[src/rtl/br_checkpoint_stack.sv]
// rtl/br_checkpoint_stack.sv - branch checkpoint storage with dependency-mask squash and 1-cycle recovery
`ifndef BR_STATE_W
`define BR_STATE_W 2
`endif
`ifndef BR_PR_CORRECT
`define BR_PR_CORRECT 2'b01
`endif
`ifndef BR_PR_WRONG
`define BR_PR_WRONG 2'b10
`endif

module br_checkpoint_stack #(
    parameter int BR_MASK_W  = 5,
    parameter int ARCH_REGS  = 32,
    parameter int PREG_IDX_W = 6,
    parameter int FL_PTR_W   = 5
) (
    input  logic                            clk,
    input  logic                            rst,
    input  logic                            save_en_i,
    input  logic [BR_MASK_W-1:0]            save_bit_i,
    input  logic [BR_MASK_W-1:0]            save_dep_mask_i,
    input  logic [ARCH_REGS*PREG_IDX_W-1:0] mt_snapshot_i,
    input  logic [FL_PTR_W-1:0]             fl_head_i,
    input  logic [`BR_STATE_W-1:0]          br_state_i,
    input  logic [BR_MASK_W-1:0]            br_bit_i,
    output logic                            rcv_valid_o,
    output logic [ARCH_REGS*PREG_IDX_W-1:0] rcv_mt_o,
    output logic [FL_PTR_W-1:0]             rcv_fl_head_o,
    output logic [BR_MASK_W-1:0]            slot_valid_o,
    output logic                            err_o
);
    localparam int MT_W = ARCH_REGS * PREG_IDX_W;

    logic [BR_MASK_W-1:0] r_valid;
    logic [BR_MASK_W-1:0] r_dep [BR_MASK_W];
    logic [MT_W-1:0]      r_mt  [BR_MASK_W];
    logic [FL_PTR_W-1:0]  r_fl  [BR_MASK_W];
    logic                 r_rcv_valid;
    logic [MT_W-1:0]      r_rcv_mt;
    logic [FL_PTR_W-1:0]  r_rcv_fl;
    logic                 r_err;

    logic                 w_correct;
    logic                 w_wrong;
    logic                 w_res_ok;
    logic                 w_corr_act;
    logic                 w_wrong_act;
    logic                 w_save_ok;
    logic [BR_MASK_W-1:0] w_clr;
    logic [BR_MASK_W-1:0] w_save_vec;
    logic [BR_MASK_W-1:0] w_kill;
    logic [BR_MASK_W-1:0] w_valid_nxt;
    logic [MT_W-1:0]      w_sel_mt;
    logic [FL_PTR_W-1:0]  w_sel_fl;
    logic                 w_err_set;

    assign w_correct   = (br_state_i == `BR_PR_CORRECT);
    assign w_wrong     = (br_state_i == `BR_PR_WRONG);
    // A resolution only acts when it names exactly one live slot.
    assign w_res_ok    = $onehot(br_bit_i) && ((br_bit_i & r_valid) != '0);
    assign w_corr_act  = w_correct && w_res_ok;
    assign w_wrong_act = w_wrong && w_res_ok;
    assign w_clr       = w_corr_act ? br_bit_i : '0;
    assign w_save_ok   = save_en_i && !w_wrong && $onehot(save_bit_i);
    assign w_save_vec  = w_save_ok ? save_bit_i : '0;

    always_comb begin
        w_sel_mt = '0;
        w_sel_fl = '0;
        w_kill   = '0;
        for (int i = 0; i < BR_MASK_W; i++) begin
            if (br_bit_i[i]) begin
                w_sel_mt = w_sel_mt | r_mt[i];
                w_sel_fl = w_sel_fl | r_fl[i];
            end
            w_kill[i] = br_bit_i[i] | ((r_dep[i] & br_bit_i) != '0);
        end
    end

    // A save into a slot freed by a same-cycle CORRECT wins over the free.
    assign w_valid_nxt = (r_valid & ~w_clr & ~(w_wrong_act ? w_kill : '0)) | w_save_vec;

    assign w_err_set = (save_en_i && w_wrong)
                    || (save_en_i && !$onehot(save_bit_i))
                    || ((w_save_vec & r_valid & ~w_clr) != '0)
                    || ((w_correct || w_wrong) && !w_res_ok);

    always_ff @(posedge clk) begin
        if (!rst) begin
            r_valid     <= '0;
            r_rcv_valid <= 1'b0;
            r_rcv_mt    <= '0;
            r_rcv_fl    <= '0;
            r_err       <= 1'b0;
            for (int i = 0; i < BR_MASK_W; i++) begin
                r_dep[i] <= '0;
            end
        end else begin
            r_valid     <= w_valid_nxt;
            r_rcv_valid <= w_wrong_act;
            if (w_wrong_act) begin
                r_rcv_mt <= w_sel_mt;
                r_rcv_fl <= w_sel_fl;
            end
            if (w_err_set) begin
                r_err <= 1'b1;
            end
            for (int i = 0; i < BR_MASK_W; i++) begin
                r_dep[i] <= w_save_vec[i] ? (save_dep_mask_i & ~w_clr) : (r_dep[i] & ~w_clr);
            end
        end
    end

    // Snapshot payload is only meaningful while its valid bit is set, so it carries no reset.
    always_ff @(posedge clk) begin
        for (int i = 0; i < BR_MASK_W; i++) begin
            if (w_save_vec[i]) begin
                r_mt[i] <= mt_snapshot_i;
                r_fl[i] <= fl_head_i;
            end
        end
    end

    assign rcv_valid_o   = r_rcv_valid;
    assign rcv_mt_o      = r_rcv_mt;
    assign rcv_fl_head_o = r_rcv_fl;
    assign slot_valid_o  = r_valid;
    assign err_o         = r_err;
endmodule

[config.mk]
export PLATFORM = sky130hd
export DESIGN_NAME = br_checkpoint_stack
export DESIGN_NICKNAME = d
export VERILOG_FILES = /design/src/rtl/br_checkpoint_stack.sv
export SDC_FILE = /design/constraint.sdc
export NUM_CORES = 1
export LEC_CHECK = 0
export CAP_MARGIN = 5
export CORE_MARGIN = 3
export CORE_UTILIZATION = 51
export DETAILED_ROUTE_END_ITERATION = 10
export PLACE_DENSITY = 0.82
export SKIP_CTS_REPAIR_TIMING = 1
export SLEW_MARGIN = 20
export SYNTH_ARGS = -nofsm -noshare
export SYNTH_HDL_FRONTEND = slang
export SYNTH_SLANG_ARGS = --single-unit
[constraint.sdc]
create_clock -name clk -period 8.4 [get_ports clk]
set_input_delay 0.84 -clock clk [delete_from_list [all_inputs] [get_ports clk]]
set_output_delay 0.84 -clock clk [all_outputs]
set_load 0.1 [all_outputs]
# After elaboration in Yosys (flattened, before gate mapping)
# Memory sizes are Yosys's and may differ from the RTL's.
# Cells that the tools add are included.
# totals
elab_cells	146
memories	3
out_inout_bits	204
ramBits	1010
register_bits	204
input_bits	217
# classes
n_reduce_logical	30
muxes	59
n_eq_ne	4
addsub	8
bitwise	37
# mem_list
name	words	word_bits	read_ports	rd_clocked_by_memory_dff	wr	line_no	rtl
r_mt	5	192	5	0	1	37	logic [MT_W-1:0] r_mt [BR_MASK_W];
r_dep	5	5	5	0	5	36	logic [BR_MASK_W-1:0] r_dep [BR_MASK_W];
r_fl	5	5	5	0	1	38	logic [FL_PTR_W-1:0] r_fl [BR_MASK_W];
# op_table
cell	count
$mux W192	9
$or A192 B192 Y192	4
$reduce_or A192 Y1	4
$mux W5	22
$and A5 B5 Y5	16
$reduce_bool A5 Y1	7
$or A5 B5 Y5	5
$mux W3	8
$mux W1	20
$reduce_or A5 Y1	4
$not A5 Y5	2
$or A1 B1 Y1	10
$add A1 B1 Y2	4
$logic_and A1 B1 Y1	8
$add A2 B2 Y3	2
$add A3 B1 Y3	2
$eq A3 B1 Y1 const B	2
$logic_or A1 B1 Y1	4
$logic_not A1 Y1	3
$eq A2 B1 Y1 const B	1
$eq A2 B2 Y1 const B	1

# Depth between registers and ports, before layout
# depth
ltp_word	13
depth_mapped	13
depth_no_buf	10

# Least setup slack after synthesis
# No wires, ideal clock.
# synth_path
path_type	input to register
start	in save_bit_i[0]
end	reg r_valid[4] (netlist: slot_valid_o[4])
setup_ns	0.093
t_required_ns	8.307
arrival_time_ns	8.924
path_buffers	1
path_stages	10
slack_ns	-0.617
path_cell_list	inv_1 > fa_1 > fa_1 > inv_1 > ha_1 > nor3b_1 > and3_1 > clkbuf_1 > o21ai_0 > a21oi_1
# synth_via
elab_chain_cells	7
# synth_lines
item	line_no	rtl
start: declaration	21	input logic [BR_MASK_W-1:0] save_bit_i,
$add A1 B1 Y2 (implied by the code)	65	assign w_save_ok = save_en_i && !w_wrong && $onehot(save_bit_i);
$add A2 B2 Y3 (implied by the code)	65	
$add A3 B1 Y3 (implied by the code)	65	
$eq A3 B1 Y1	65	
$logic_and A1 B1 Y1	65	
$mux W5	66	assign w_save_vec = w_save_ok ? save_bit_i : '0;
$or A5 B5 Y5	82	assign w_valid_nxt = (r_valid & ~w_clr & ~(w_wrong_act ? w_kill : '0)) | w_save_vec;
end signal: assignment	100	r_valid <= w_valid_nxt;
end: declaration	35	logic [BR_MASK_W-1:0] r_valid;
# No other way between the ends.
# A chain may end at the register's enable or synchronous reset.

# Final worst setup path
# layout_path
start	in save_bit_i[0]
end	mem r_mt[0][629] in the netlist's numbering (enable)
# layout_via
word_cells_on_any_way	28
cone_classes	add/sub: 3; eq/ne: 1; mux: 19; reduce/logical: 5
# layout_lines
item	line_no	rtl
$add A1 B1 Y2 (implied by the code) (*)	65	
$add A2 B2 Y3 (implied by the code) (*)	65	
$add A3 B1 Y3 (implied by the code) (*)	65	
$eq A3 B1 Y1 (*)	65	
$logic_and A1 B1 Y1 (*)	65	
$mux W5 (*)	66	
via w_save_vec[3]	51	logic [BR_MASK_W-1:0] w_save_vec;
$mux W1 (*)	118	if (w_save_vec[i]) begin
$mux W1 (implied by the code) (*)	119	r_mt[i] <= mt_snapshot_i;
$reduce_or A192 Y1 (no line)	--	
$mux W3 (no line) or $mux W1 (tied branches) (2 in a row)	--	
end: declaration	37	
# Mark *: on every way through the listed nets, which the timed path passes. The rest lies on a longest branch.

==> results.tsv <==
stage	metric	value	unit
pwr	leakage	15.7	nW
pwr	p_int	9.69	mW
synthesis	yosys.area.top_type	edfxtp_1	
synthesis	synthTopCellsByArea	edfxtp_1, dfxtp_1, a222oi_1	
pwr	power_density	246	nW/um2
timing	timing.hold.ws	0.460	ns
pwr	power	12.4	mW
synthesis	synth_cells	2323	
clock_tree	clock_path_buffers	3	
critical_path	worstSetupPathType	input port to register	
timing	worst_slack	3.66	ns
route	drtIter0Drc	3607	
critical_path	crit_arrival	5.03	ns
clock_tree	h-tree-depth	3	
timing	tightest_slew	1.18	ns
placed_design	routabilityCongestion	0.806	
placed_design	port_buffers	420	
pwr	pwr-share-comb	0.058	
clock_tree	worstSkewPairLatency	0.67	ns
route	routed_wl	103	mm
job	maxCapViolCount	0	
clock_tree	cts_made_buffers	113	
layout	multi_input_area	6680	um2
pwr	p_sw	2.69	mW
route	wl_per_cell	26.6	um
global_route	grt_pass1_vias	25200	
global_route	antenna_found_initial	19	
floorplanning	fp.dieH	291	um
layout	final_nets	2926	
synthesis	syn_area_per_cell	17.9	um2
pwr	ir_drop	0.216	mV
critical_path	worstSetupStartpointType	input port	
floorplanning	fp-row-count	104	
synthesis	synth_cell_type_count	32	
run_status	outcome	finished clean	
placed_design	dp_hpwl	55.5	mm
layout	syn_to_final_growth	21.1	%
placed_design	placed_cell_area	46700	um2
hold_path	hold_path.class	register to register	
timing	drv_slew	0	
floorplanning	chipWidth	291	um
pwr	p_seq_frac	0.554	
layout	fin_util	0.624	
floorplanning	coreArea	80500	um2
layout	ff_latch_area	34100	um2
placed_design	dp.cells	3645	
critical_path	critPathRequiredTime	8.69	ns
synthesis	ys_seq_area_frac	0.820	
timing	max_freq	211	MHz
timing	finalSetupTns	0	ns
clock_tree	cts_root_buf	clkbuf_16	
critical_path	end_kind	register	
timing	relSlewSlack	0.211	
synthesis	synth_seq_cells	1209	
layout	stdcell_area	50300	um2
floorplanning	start_util	0.516	
timing	grt_setup_unrepaired	false	
layout	fin_cells	3877	
global_route	grt_max_degree	220	
layout	fillerInstances	5337	
route	drc	0	
timing	finalCritPeriodShare	0.564	
route	via_count	24800	
pwr	switching_share	0.217	
placed_design	place_ws	3.09	ns
synthesis	yosysTopAreaCellShare	0.712	
synthesis	syn-cell-area	41500	um2
floorplanning	ios	421	
route	vias_per_cell	6.41	
timing	setup_viol	0	
critical_path	slowest_stage	inv_8	
timing	final-hold-violation-count	0	
timing	finClkSkew	0.0203	ns
critical_path	worstRegToRegCells	5	
route	dr.pass1.iters	10	
layout	layout-drive-gt1-share	0.0721	
critical_path	max_stage_delay	0.80	ns
timing	period_needed	4.74	ns
route	antenna_left	0	
global_route	grt_pass1_wl	154	mm
hold_path	min_path_cells	2	
synthesis	syn-num-nets	2548	
critical_path	worstPathMaxFanout	126	
clock_tree	cts_tree	built	
clock_tree	clk_pin_slew	0.06	ns
global_route	grt_use_total	0.236	
clock_tree	cts.sinks	1209	
critical_path	path_cells	clkdlybuf4s50_1 > inv_1 > fa_1 > fa_1 > inv_1 > ha_1 > nor3b_1 > nand3_1 > inv_8 > buf_12	
floorplanning	dieArea	84900	um2
pwr	clkPwrFrac	0.387	
global_route	grt_overflow	0	
synthesis	yosysWarnings	0	
path summary, 6_finish.rpt:
check	start	to	slack [ns]
worst min-delay path	r_dep[0][10]	r_dep[0][10]	0.46
worst min register to register	r_dep[0][10]	r_dep[0][10]	0.46
worst max register to register	slot_valid_o[3]	rcv_mt_o[32]	5.78
worst max-delay path	save_bit_i[0]	r_mt[0][629]	3.66
cells in the final DEF, fill, tap and decap left out, drive strengths merged, types with 34 or more instances in the layout:
cell type      Yosys  routed
clkinv             3      36
a222oi           204     204
clkbuf           146     172
a22oi            198     198
nor2             202     202
buf               37      34
dfxtp            224     224
clkdlybuf4s50      0     412
a311oi           197     197
edfxtp           985     985
nand2             40      40
flip-flops by register name (all words and copies together) (netlist names):
name	count
r_dep	20
rcv_mt_o	192
rcv_valid_o	1
r_mt	960
r_fl	25
rcv_fl_head_o	5
slot_valid_o	5
err_o	1
logic make-up after synthesis:
family | count (synthesis) | synth area share
buffers and inverters | 205 | 0.0195
adder cells (fa/ha/maj) | 8 | 0.00313
flip-flops | 1209 | 0.820
AO/OA/AOI/OAI | 645 | 0.133
AND/OR/NAND/NOR | 252 | 0.0235
multiplexers | 4 | 0.000964
synthesized netlist by cell type:
cell,count
a311oi_1,197
a22oi_1,198
inv_1,17
clkbuf_1,146
nand2_1,40
a2111o_1,1
or2_1,1
edfxtp_1,985
a221oi_1,1
o21ai_0,10
a21boi_0,5
nor2_1,202
a41oi_1,1
ha_1,4
dfxtp_1,224
mux2i_1,4
or4_1,1
a21oi_2,1
or4b_1,1
nor4b_1,1
a222oi_1,204
fa_1,4
a21oi_1,26
a21bo_2,1
and2_1,1
clkinv_1,3
buf_2,33
and3_1,1
nor3b_1,1
buf_1,4
nand3_1,3
inv_2,2
layer usage:
metal | vias up | track usage | share of wire
li1 | 10600 | - | -
met1 | 12500 | 0.309 | 0.37
met2 | 1618 | 0.387 | 0.50
met3 | 174 | 0.0506 | 0.11
met4 | 4 | 0.0926 | 0.028
met5 | - | 0 | 0.00025
critical path, delay by kind of cell:
kind / cells / cell delay (ns)
fa+ha+maj: 3 / 1.12
buf+inv: 5 / 2.00
simple gates: 2 / 0.76
power groups by stage:
stage	logic (mW)	clock network [mW]	registers, mW
finish	0.724	4.79	6.87
detailed placement	0.719	0	6.99
floorplan	0.297	0	7.08
global route	0.771	5.12	6.88
CTS	0.724	4.87	6.86
global placement	0.697	0	6.96
area by class of cell:
type	count	share of cell area
Multi-Input combinational cell	909	0.133
Inverter	22	0.00234
Tap cell	1060	0.0264
Antenna cell	17	0.000846
Sequential cell	1209	0.677
Clock inverter	42	0.00619
Timing Repair Buffer	446	0.0897
Clock buffer	172	0.0646
Power figures use the tool's default switching activity.
